### src/rtl/traffic_frame_parser.sv
// traffic_frame_parser: header-checking frame parser with a one-deep registered payload output and saturating statistics counters
module traffic_frame_parser #(
    parameter int          DWIDTH    = 64,
    parameter logic [15:0] MAGIC     = 16'hCAFE,
    parameter int          CNT_WIDTH = 32
) (
    input  logic                 aclk,
    input  logic                 rst,
    input  logic [DWIDTH-1:0]    s_axis_tdata,
    input  logic                 s_axis_tvalid,
    output logic                 s_axis_tready,
    output logic [DWIDTH-1:0]    m_axis_tdata,
    output logic                 m_axis_tvalid,
    input  logic                 m_axis_tready,
    output logic                 m_axis_tlast,
    output logic [CNT_WIDTH-1:0] frame_cnt,
    output logic [CNT_WIDTH-1:0] seq_err_cnt,
    output logic [CNT_WIDTH-1:0] hdr_err_cnt
);
    localparam logic [CNT_WIDTH-1:0] CNT_ONE = 1;
    typedef enum logic {HDR, PAYLOAD} state_t;
    state_t state, state_nxt;
    logic [15:0] rem;
    logic [31:0] exp_seq;
    logic acc, hdr_ok, hdr_acc, pay_acc, last_acc, good_hdr;
    always_comb begin
        s_axis_tready = state == HDR ? 1'b1 : ~m_axis_tvalid | m_axis_tready;
        acc = s_axis_tvalid & s_axis_tready;
        hdr_ok = s_axis_tdata[63:48] == MAGIC && s_axis_tdata[15:0] != 16'd0;
        hdr_acc = acc && state == HDR;
        pay_acc = acc && state == PAYLOAD;
        last_acc = pay_acc && rem == 16'd1;
        good_hdr = hdr_acc && hdr_ok;
        state_nxt = good_hdr ? PAYLOAD : last_acc ? HDR : state;
    end
    always_ff @(posedge aclk) state <= rst ? HDR : state_nxt;
    always_ff @(posedge aclk) begin
        if (rst) begin
            m_axis_tdata  <= '0;
            m_axis_tvalid <= 1'b0;
            m_axis_tlast  <= 1'b0;
            rem           <= 16'd0;
            exp_seq       <= 32'd0;
            frame_cnt     <= '0;
            seq_err_cnt   <= '0;
            hdr_err_cnt   <= '0;
        end else begin
            // A header may be taken while the last word of the previous frame still waits here
            if (pay_acc) begin
                m_axis_tdata <= s_axis_tdata;
                m_axis_tlast <= last_acc;
            end
            m_axis_tvalid <= pay_acc | (m_axis_tvalid & ~m_axis_tready);
            if (pay_acc)
                rem <= rem - 16'd1;
            else if (good_hdr)
                rem <= s_axis_tdata[15:0];
            if (good_hdr) begin
                exp_seq <= s_axis_tdata[47:16] + 32'd1;
                if (s_axis_tdata[47:16] != exp_seq && seq_err_cnt != '1)
                    seq_err_cnt <= seq_err_cnt + CNT_ONE;
            end
            if (hdr_acc && !hdr_ok && hdr_err_cnt != '1)
                hdr_err_cnt <= hdr_err_cnt + CNT_ONE;
            if (m_axis_tvalid && m_axis_tready && m_axis_tlast && frame_cnt != '1)
                frame_cnt <= frame_cnt + CNT_ONE;
        end
    end
endmodule

### config.mk
export PLATFORM = sky130hd
export DESIGN_NAME = traffic_frame_parser
export DESIGN_NICKNAME = d
export VERILOG_FILES = /design/src/rtl/traffic_frame_parser.sv
export SDC_FILE = /design/constraint.sdc
export NUM_CORES = 1
export LEC_CHECK = 0
export ABC_AREA = 0
export CAP_MARGIN = 20
export CELL_PAD_IN_SITES_DETAIL_PLACEMENT = 0
export CELL_PAD_IN_SITES_GLOBAL_PLACEMENT = 1
export CORE_MARGIN = 2
export CORE_UTILIZATION = 33
export CTS_CLUSTER_SIZE = 28
export DETAILED_ROUTE_END_ITERATION = 10
export PLACE_DENSITY_LB_ADDON = 0.1
export SYNTH_ARGS = -nofsm -noshare
export SYNTH_HDL_FRONTEND = slang
export SYNTH_SLANG_ARGS = --single-unit
### constraint.sdc
create_clock -name aclk -period 3.2 [get_ports aclk]
set_input_delay 0.64 -clock aclk [delete_from_list [all_inputs] [get_ports aclk]]
set_output_delay 0.64 -clock aclk [all_outputs]
set_load 0.01 [all_outputs]
* Yosys cells after proc, flatten, opt, wreduce, memory -nomap -nowiden
Index checks and enable logic that the tools add are counted.
** Storage, ports and cells
- Register bits after elaboration :: 211
- Latch bits :: 0
- Bits in writable memories :: 0
- Bits in read-only memories :: 0
- Input port bits :: 68
- Output and inout bits :: 163
- Word-level logic and storage cells :: 48
- Memories kept :: 0
** Cells by class
- $add $sub $neg :: 5
- $mul :: 0
- Divide/modulo/power cells :: 0
- Order comparisons :: 0
- Equal/unequal tests :: 6
- Shifts and indexed selects :: 0
- Multiplexer cells :: 5
- Bitwise gates (word level) :: 7
- Reduce and logical (&&, ||, !) cells :: 16
** Operators with widths (number)
- 32-bit by 1-bit adder with 32-bit output (second input constant) :: 4
- 32-bit inequality test (second input constant) :: 3
- 16-bit 2-to-1 mux :: 2
- 32-bit inequality test :: 1
- 16-bit by 1-bit == test with 1-bit output (second input constant) :: 1
- 16-bit == test (second input constant) :: 1
- 16-bit nonzero test :: 1
- 16-bit by 1-bit subtractor with 16-bit output (second input constant) :: 1
- 1-bit logical AND :: 11
- 2-bit nonzero test :: 2
- 1-bit 2-to-1 mux :: 3
- 1-bit inverter :: 3
- 1-bit AND :: 2
- 1-bit OR :: 2
- 2-bit AND reduction :: 1
- 1-bit logical NOT :: 1

* Depth between registers and ports, before layout
- Depth in word-level cells :: 8
- Mapped depth :: 11

* Least setup slack after synthesis
No wires, ideal clock.
- Path type :: input -> register
- Start point :: in s_axis_tdata[58]
- End point :: reg seq_err_cnt[27]
- Library setup time :: 0.121 ns
- Arrival time :: 2.961 ns
- Required time :: 3.079 ns
- Path slack :: 0.119 ns
- Cell stages on the path :: 9
- Buffers on the path :: 2
- Cells stage by stage :: or4b_1 nor4_4 nand3_1 a41o_1 or2_1 buf_2 clkbuf_1 nor3_1 mux2_2
** On the way
- Cells in the longest elaborated chain, start to end :: 4
** RTL lines
- from (decl) :: line 9 : input logic [DWIDTH-1:0] s_axis_tdata,
- 16-bit == test :: line 29 : hdr_ok = s_axis_tdata[63:48] == MAGIC && s_axis_tdata[15:0] != 16'd0;
- 1-bit logical AND :: line 29
- 1-bit logical AND :: line 33 : good_hdr = hdr_acc && hdr_ok;
- 2-bit AND reduction (no line)
- to (signal assigned) :: line 61 : seq_err_cnt <= seq_err_cnt + CNT_ONE;
- to (decl) :: line 17 : output logic [CNT_WIDTH-1:0] seq_err_cnt,
Every way passes these cells.
A chain may end at the register's enable or synchronous reset.

* Worst setup path after layout
- Start point :: in s_axis_tdata[58]
- End point :: reg seq_err_cnt[11]
The elaborated chain is that of the path after synthesis.

==> impl_results.md <==
* Status: finished clean
* Die Area at 0.03070 mm2
* CTS tree: built
* Setup Viol. Count Final at 0
* Routability cong. at 0.7804
* CTS Buf Count at 25
* Max-cap viol count at 0
* Port bufs at 230
* Setup crit end kind: flip-flop
* Final wirelength at 28600 um
* Measured slew at the worst slew-check pin at 0.6004 ns
* Initial Utilization at 0.3361
* Main flop type after synthesis: dfxtp_1
* Top-area cell type share of the netlist area at 0.4366
* Leakage power at 0.004508 uW
* Gr ovfl total at 0
* Gr usage total at 0.1822
* Htree depth at 1
* Max Clock Freq at 320.4 MHz
* Post-synthesis compound-gate area fraction at 0.1123
* Async S/R FF share, synth at 0
* Die X at 175.2 um
* Largest net degree at the start of global routing at 73
* Tcrit/Tclk final at 0.9754
* Largest family of logic cells by synthesized area: simple AND/OR/NAND/NOR gates
* Syn nets at 1277
* Fin area at 0.01343 mm2
* Clock buffer depth at 3
* Cells after Synth at 1203
* XOR/XNOR share of the synthesized area at 0.1132
* Slowest stage delay, CP at 0.55 ns
* Fillers at 2908
* DRC viols at 0
* Sequential fraction of the synthesis area at 0.4366
* CTS sink cnt at 211
* TNS Setup at 0 ns
* Period minus WS final at 3.121 ns
* Yosys warnings at 0
* Antenna viol nets, final at 0
* Max Clock Skew at 0.01208 ns
* Max IR drop VDD at 0.2685 mV
* Final-stage net count at 1511
* Worst EP arrival at 3.56 ns
* First-pass GRT wire length at 46220 um
* Max-slew violations at 0
* Slew margin rel. at 0.5997
* Number of flops mapped to enable cells by yosys at 0
* Post-DP HPWL at 20230 um
* Vias at 9064
* Critical path's slowest cell: or4b_4
* Final Hold Fails at 0
* Synth area leader: dfxtp_1
* CTS root buf: clkbuf_16
* Critical path required time at 3.64 ns
* Pwr per Cell Area at 422.2 mW/mm2
* #FFs+latches synth at 211
* Routed len/inst at 15.56 um
* Adder-Cell Fraction of Synth Area at 0.007760
* Placed Area at 0.01261 mm2
* Router iterations before antenna repair at 5
* Crit path cell chain: clkdlybuf4s50_1 -> or4b_4 -> nor4_4 -> nand3_2 -> buf_6 -> a41o_1 -> or2_4 -> buf_4 -> or4_1 -> a21oi_1
* Hold/Removal Path Class: flip-flop to flip-flop
* Clk_lat worst skew at 0.52 ns
* Mapped Area at 0.009674 mm2
* DR vias/cell at 4.931
* Cts hold-fix bufs at 0
* Mux cell area share after synthesis at 0.007889
* Avg Inst Size Synth at 8.042 um2
* Initial DRC count at 457
* Clk slew on worst S/H paths at 0.05 ns
* Die Span Y at 175.2 um
* Synth area leaders: dfxtp_1, xor2_1, nand2_1, a21oi_1, nor2_1
* Antenna violations before repair at 1
* FP Rows at 62
* RSZ-0062 raised after global routing: no
* Count of cell types in the netlist at 46
* Area Overhead vs Synth at 38.79%
* Vias in the first global route at 8494
* Startpoint types: input pin
* # IOs at 231
* Post-synthesis simple-gate area fraction at 0.2902
* Proportion of layout cells with a drive suffix above 1 at 0.07158
* Setup CP Type: input pin to flip-flop
* Critical path peak fanout at 15
* Core area at 0.02878 mm2
-- synthesized netlist by cell type (2+ instances only) --
library cell and instances:
a211oi_1 24, a21oi_1 122, a221oi_1 3, and2_1 11, and3_1 24, and4_1 16, buf_1 11, buf_2 2
buf_4 2, clkbuf_1 54, dfxtp_1 211, ha_1 6, inv_1 11, mux2_2 5, mux2i_1 2, nand2_1 202
nand3_1 45, nand4_1 45, nand4b_1 2, nor2_1 140, nor2b_1 9, nor3_1 28, nor3b_1 3, nor4_1 18
o211ai_1 5, o21ai_0 21, o311ai_0 3, o31ai_1 6, or2_2 3, or3_1 21, or3_4 3, or4_1 7
or4_4 2, xnor2_1 36, xor2_1 89
-- power breakdown --
part / total [uW] / switching, uW / internal (uW)
registers: 2630 / 4.06 / 2630
logic: 273 / 142 / 131
clock network: 2760 / 1110 / 1650
-- area by class of cell --
| cell class | count | area [um2] | share of cell area |
|---|---|---|---|
| Multi-Input combinational cell | 912 | 5181 | 0.3859 |
| Inverter | 11 | 41.29 | 0.003075 |
| Timing Repair Buffer | 276 | 2715 | 0.2022 |
| Clock buffer | 40 | 742.0 | 0.05526 |
| Antenna cell | 1 | 2.502 | 0.0001864 |
| Clock inverter | 3 | 40.04 | 0.002982 |
| Sequential cell | 211 | 4224 | 0.3146 |
| Tap cell | 384 | 480.5 | 0.03578 |
-- critical path: cells and delay by family --
family | cells | cell delay [ns]
buf+inv | 3 | 0.76
simple gates | 5 | 1.79
compound gates | 2 | 0.38
-- stage by stage --
step                      worst slack, ns  std cells  hold slack (ns)    util  total power [uW]
final                             0.07882       1838           0.4515  0.4665              5668
after global routing             0.002584       1838           0.4665  0.4665              5884
after CTS                         0.07820       1836           0.4535  0.4653              5765
after detailed placement          -0.5823       1793           0.4455  0.4381              2966
after global placement            -0.5129       1793           0.4411  0.4381              2966
after floorplan                    0.1187       1203           0.4433       -              2792
-- cells by family after synthesis --
kind of cell,after synthesis
and+or+nand+nor,584
DFF,211
AOI/OAI and AO/OA,190
xor gates and xnor gates,125
buffers and inverters,80
muxes,7
adders and majority gates,6
-- final timing paths --
check | endpoint | startpoint | slack [ns] | cells past startpoint
min | m_axis_tdata[8] | m_axis_tdata[8] | 0.45 | 2
max reg2reg | state | rem[5] | 0.34 | 7
min reg2reg | m_axis_tdata[8] | m_axis_tdata[8] | 0.45 | 2
max | seq_err_cnt[11] | s_axis_tdata[58] | 0.08 | 10
-- cells in the final DEF, fill, tap and decap left out, types with 25 or more instances in the layout --
master | synthesis | layout
clkbuf_16 | 0 | 25
nand4_1 | 45 | 45
xnor2_1 | 36 | 36
clkdlybuf4s50_1 | 0 | 229
nor2_1 | 140 | 139
buf_4 | 2 | 40
nand3_1 | 45 | 43
nand2_1 | 202 | 202
xor2_1 | 89 | 89
dfxtp_1 | 211 | 211
a21oi_1 | 122 | 121
nor3_1 | 28 | 28
-- flip-flops by register name (all words and copies together), names as in the netlist --
signal / flops
state: 1
seq_err_cnt: 32
exp_seq: 32
m_axis_tdata: 64
rem: 16
m_axis_tvalid: 1
m_axis_tlast: 1
hdr_err_cnt: 32
frame_cnt: 32
-- per-layer routing --
| layer | routed length [um] | part of all wire | GRT usage | vias to the layer above |
|---|---|---|---|---|
| li1 | - | - | - | 4626 |
| met1 | 13660 | 0.48 | 0.2564 | 4165 |
| met2 | 12490 | 0.44 | 0.2797 | 232 |
| met3 | 1779 | 0.062 | 0.04112 | 41 |
| met4 | 671 | 0.023 | 0.04896 | 0 |
| met5 | 0 | 0 | 0 | - |
-- timing repair --
action / 4_1_cts / 5_1_grt
resized for setup: 0 / 6
setup endpoints to repair: 7 / 5
setup buffers: 0 / 1
pin swaps: 1 / 2
No activity file was read; power rests on OpenSTA's default activity.
==> RTL change, RTL diff (same settings) <==
`DWIDTH`: 64 -> 128.
--- a/src/rtl/traffic_frame_parser.sv
+++ b/src/rtl/traffic_frame_parser.sv
@@ -1,6 +1,6 @@
 // traffic_frame_parser: header-checking frame parser with a one-deep registered payload output and saturating statistics counters
 module traffic_frame_parser #(
-    parameter int          DWIDTH    = 64,
+    parameter int          DWIDTH    = 128,
     parameter logic [15:0] MAGIC     = 16'hCAFE,
     parameter int          CNT_WIDTH = 32
 ) (
Interface: changed (resized m_axis_tdata and s_axis_tdata); port bits go from 231 to 359. No check against the original RTL was run, so the function may have changed too.
==> RTL change against the original RTL <==
  * Cell area up 33%
  * Die area up 26%
  * Synthesized area up 27%
  * Power up 35%
  * Final cell count up 31%
  * Largest cell class unchanged
  * Sequential cell count up 64
  * Routed wire length up 42%
  * Highest routed layer unchanged
  * Critical path type unchanged
  * Via count up 35%
  * Critical endpoint is now hdr_err_cnt[23]
  * Setup slack better by 0.19 ns
==> RTL change: results (changes against the original RTL) <==
* Peak VDD IR at 0.000267 V (was 0.000269 V)
* Worst EP arrival at 3.39 ns (was 3.56 ns)
* Initial DRT Pass Iterations at 7 (was 5)
* Worst hold endpoint: m_axis_tdata[101] (was m_axis_tdata[8])
* Critical hold path startpoint: m_axis_tdata[101] (was m_axis_tdata[8])
* Largest net degree at the start of global routing at 91 (was 73)
* Worst Path Max Fanout at 7 (was 15)
* Seq/Total Area, Yosys at 45.0% (was 43.7%)
* Max reg flops at 128 (was 64)
* Crit path from: s_axis_tdata[1] (was s_axis_tdata[58])
* Top cells by count, synth: 313 x nand2_1, 275 x dfxtp_1, 195 x a21oi_1 (was 211 x dfxtp_1, 202 x nand2_1, 140 x nor2_1)
* Slew @ Worst Pin at 0.891 ns (was 0.600 ns)
* R2R cell count at 8 (was 7)
* Post-DP HPWL at 28.8 mm (was 20.2 mm)
* CTS Buf Count at 35 (was 25)
* Filler Cells Inserted at 3620 (was 2908)
* GRT Util Overall at 20.4% (was 18.2%)
* H-tree depth at 2 (was 1)
* I/O Buffers at 358 (was 230)
* 1st-iter DRT viols at 581 (was 457)
* Sw Ratio at 22.4% (was 22.2%)
* CP peak stage delay at 0.62 ns (was 0.55 ns)
* Routed WL at 40.5 mm (was 28.6 mm)
* Status: completed (unchanged)
* Syn_nets at 1675 (was 1277)
* FF-to-FF End: seq_err_cnt[14] (was state)
RTL change: metrics by stage:
step                      std cells  setup WS (ns)  instance area, um^2
after global routing           2411         0.0268                17900
after CTS                      2410          0.250                17900
after floorplan                1537          0.706                12200
after detailed placement       2347         -0.286                16800
final                          2411          0.273                17900
after global placement         2347         -0.290                16800
RTL change: logic make-up (layout without fill, tap and decap cells):
| family | count (synthesis) | in the layout | synth area share (%) |
|---|---|---|---|
| muxes | 7 | 7 | 0.634 |
| adders and majority gates | 6 | 6 | 0.613 |
| DFF | 275 | 275 | 45.0 |
| other | 0 | 1 | 0 |
| xor gates and xnor gates | 104 | 104 | 7.44 |
| and+or+nand+nor | 728 | 728 | 28.4 |
| AOI/OAI and AO/OA | 298 | 298 | 14.1 |
| buffers and inverters | 119 | 524 | 3.88 |
RTL change: worst max-delay path by stage:
stage                      endpoint  slack [ns]  cells past startpoint
finish              hdr_err_cnt[23]        0.27                     10
global route        hdr_err_cnt[23]        0.03                     10
CTS                 hdr_err_cnt[23]        0.25                     10
detailed placement  hdr_err_cnt[23]       -0.29                     10
global placement    hdr_err_cnt[23]       -0.29                     10
floorplan           seq_err_cnt[26]        0.71                      9
RTL change: cell type report:
| class | count | area (um^2) | share of cell area, % |
|---|---|---|---|
| diodes | 1 | 2.50 | 0.0140 |
| flip-flops and latches | 275 | 5510 | 30.8 |
| repair buffers | 436 | 4290 | 24.0 |
| multi-input cells | 1143 | 6280 | 35.1 |
| clock inverters | 8 | 43.8 | 0.245 |
| clock buffers | 55 | 1080 | 6.06 |
| well taps | 468 | 586 | 3.27 |
| inverters | 25 | 93.8 | 0.525 |
RTL change: worst max-delay path, delay by kind of cell:
| kind | cells | cell delay (ns) |
|---|---|---|
| AOI/OAI and AO/OA | 1 | 0.24 |
| and+or+nand+nor | 5 | 1.55 |
| buffers and inverters | 4 | 0.94 |
RTL change: power groups by stage:
stage / Combinational (uW) / Clock, uW / Sequential, uW
after global placement: 389 / 0 / 3510
final: 386 / 3860 / 3430
after CTS: 391 / 3970 / 3430
after detailed placement: 389 / 0 / 3510
after global routing: 418 / 4100 / 3430
after floorplan: 112 / 0 / 3510
RTL change: metal layers:
metal | part of all wire (%) | vias to the layer above | track usage, %
met3 | 6.7 | 58 | 4.88
met5 | 0 | - | 0
met2 | 46 | 308 | 33.6
li1 | - | 6122 | -
met4 | 2.6 | 0 | 6.15
met1 | 44 | 5722 | 26.5
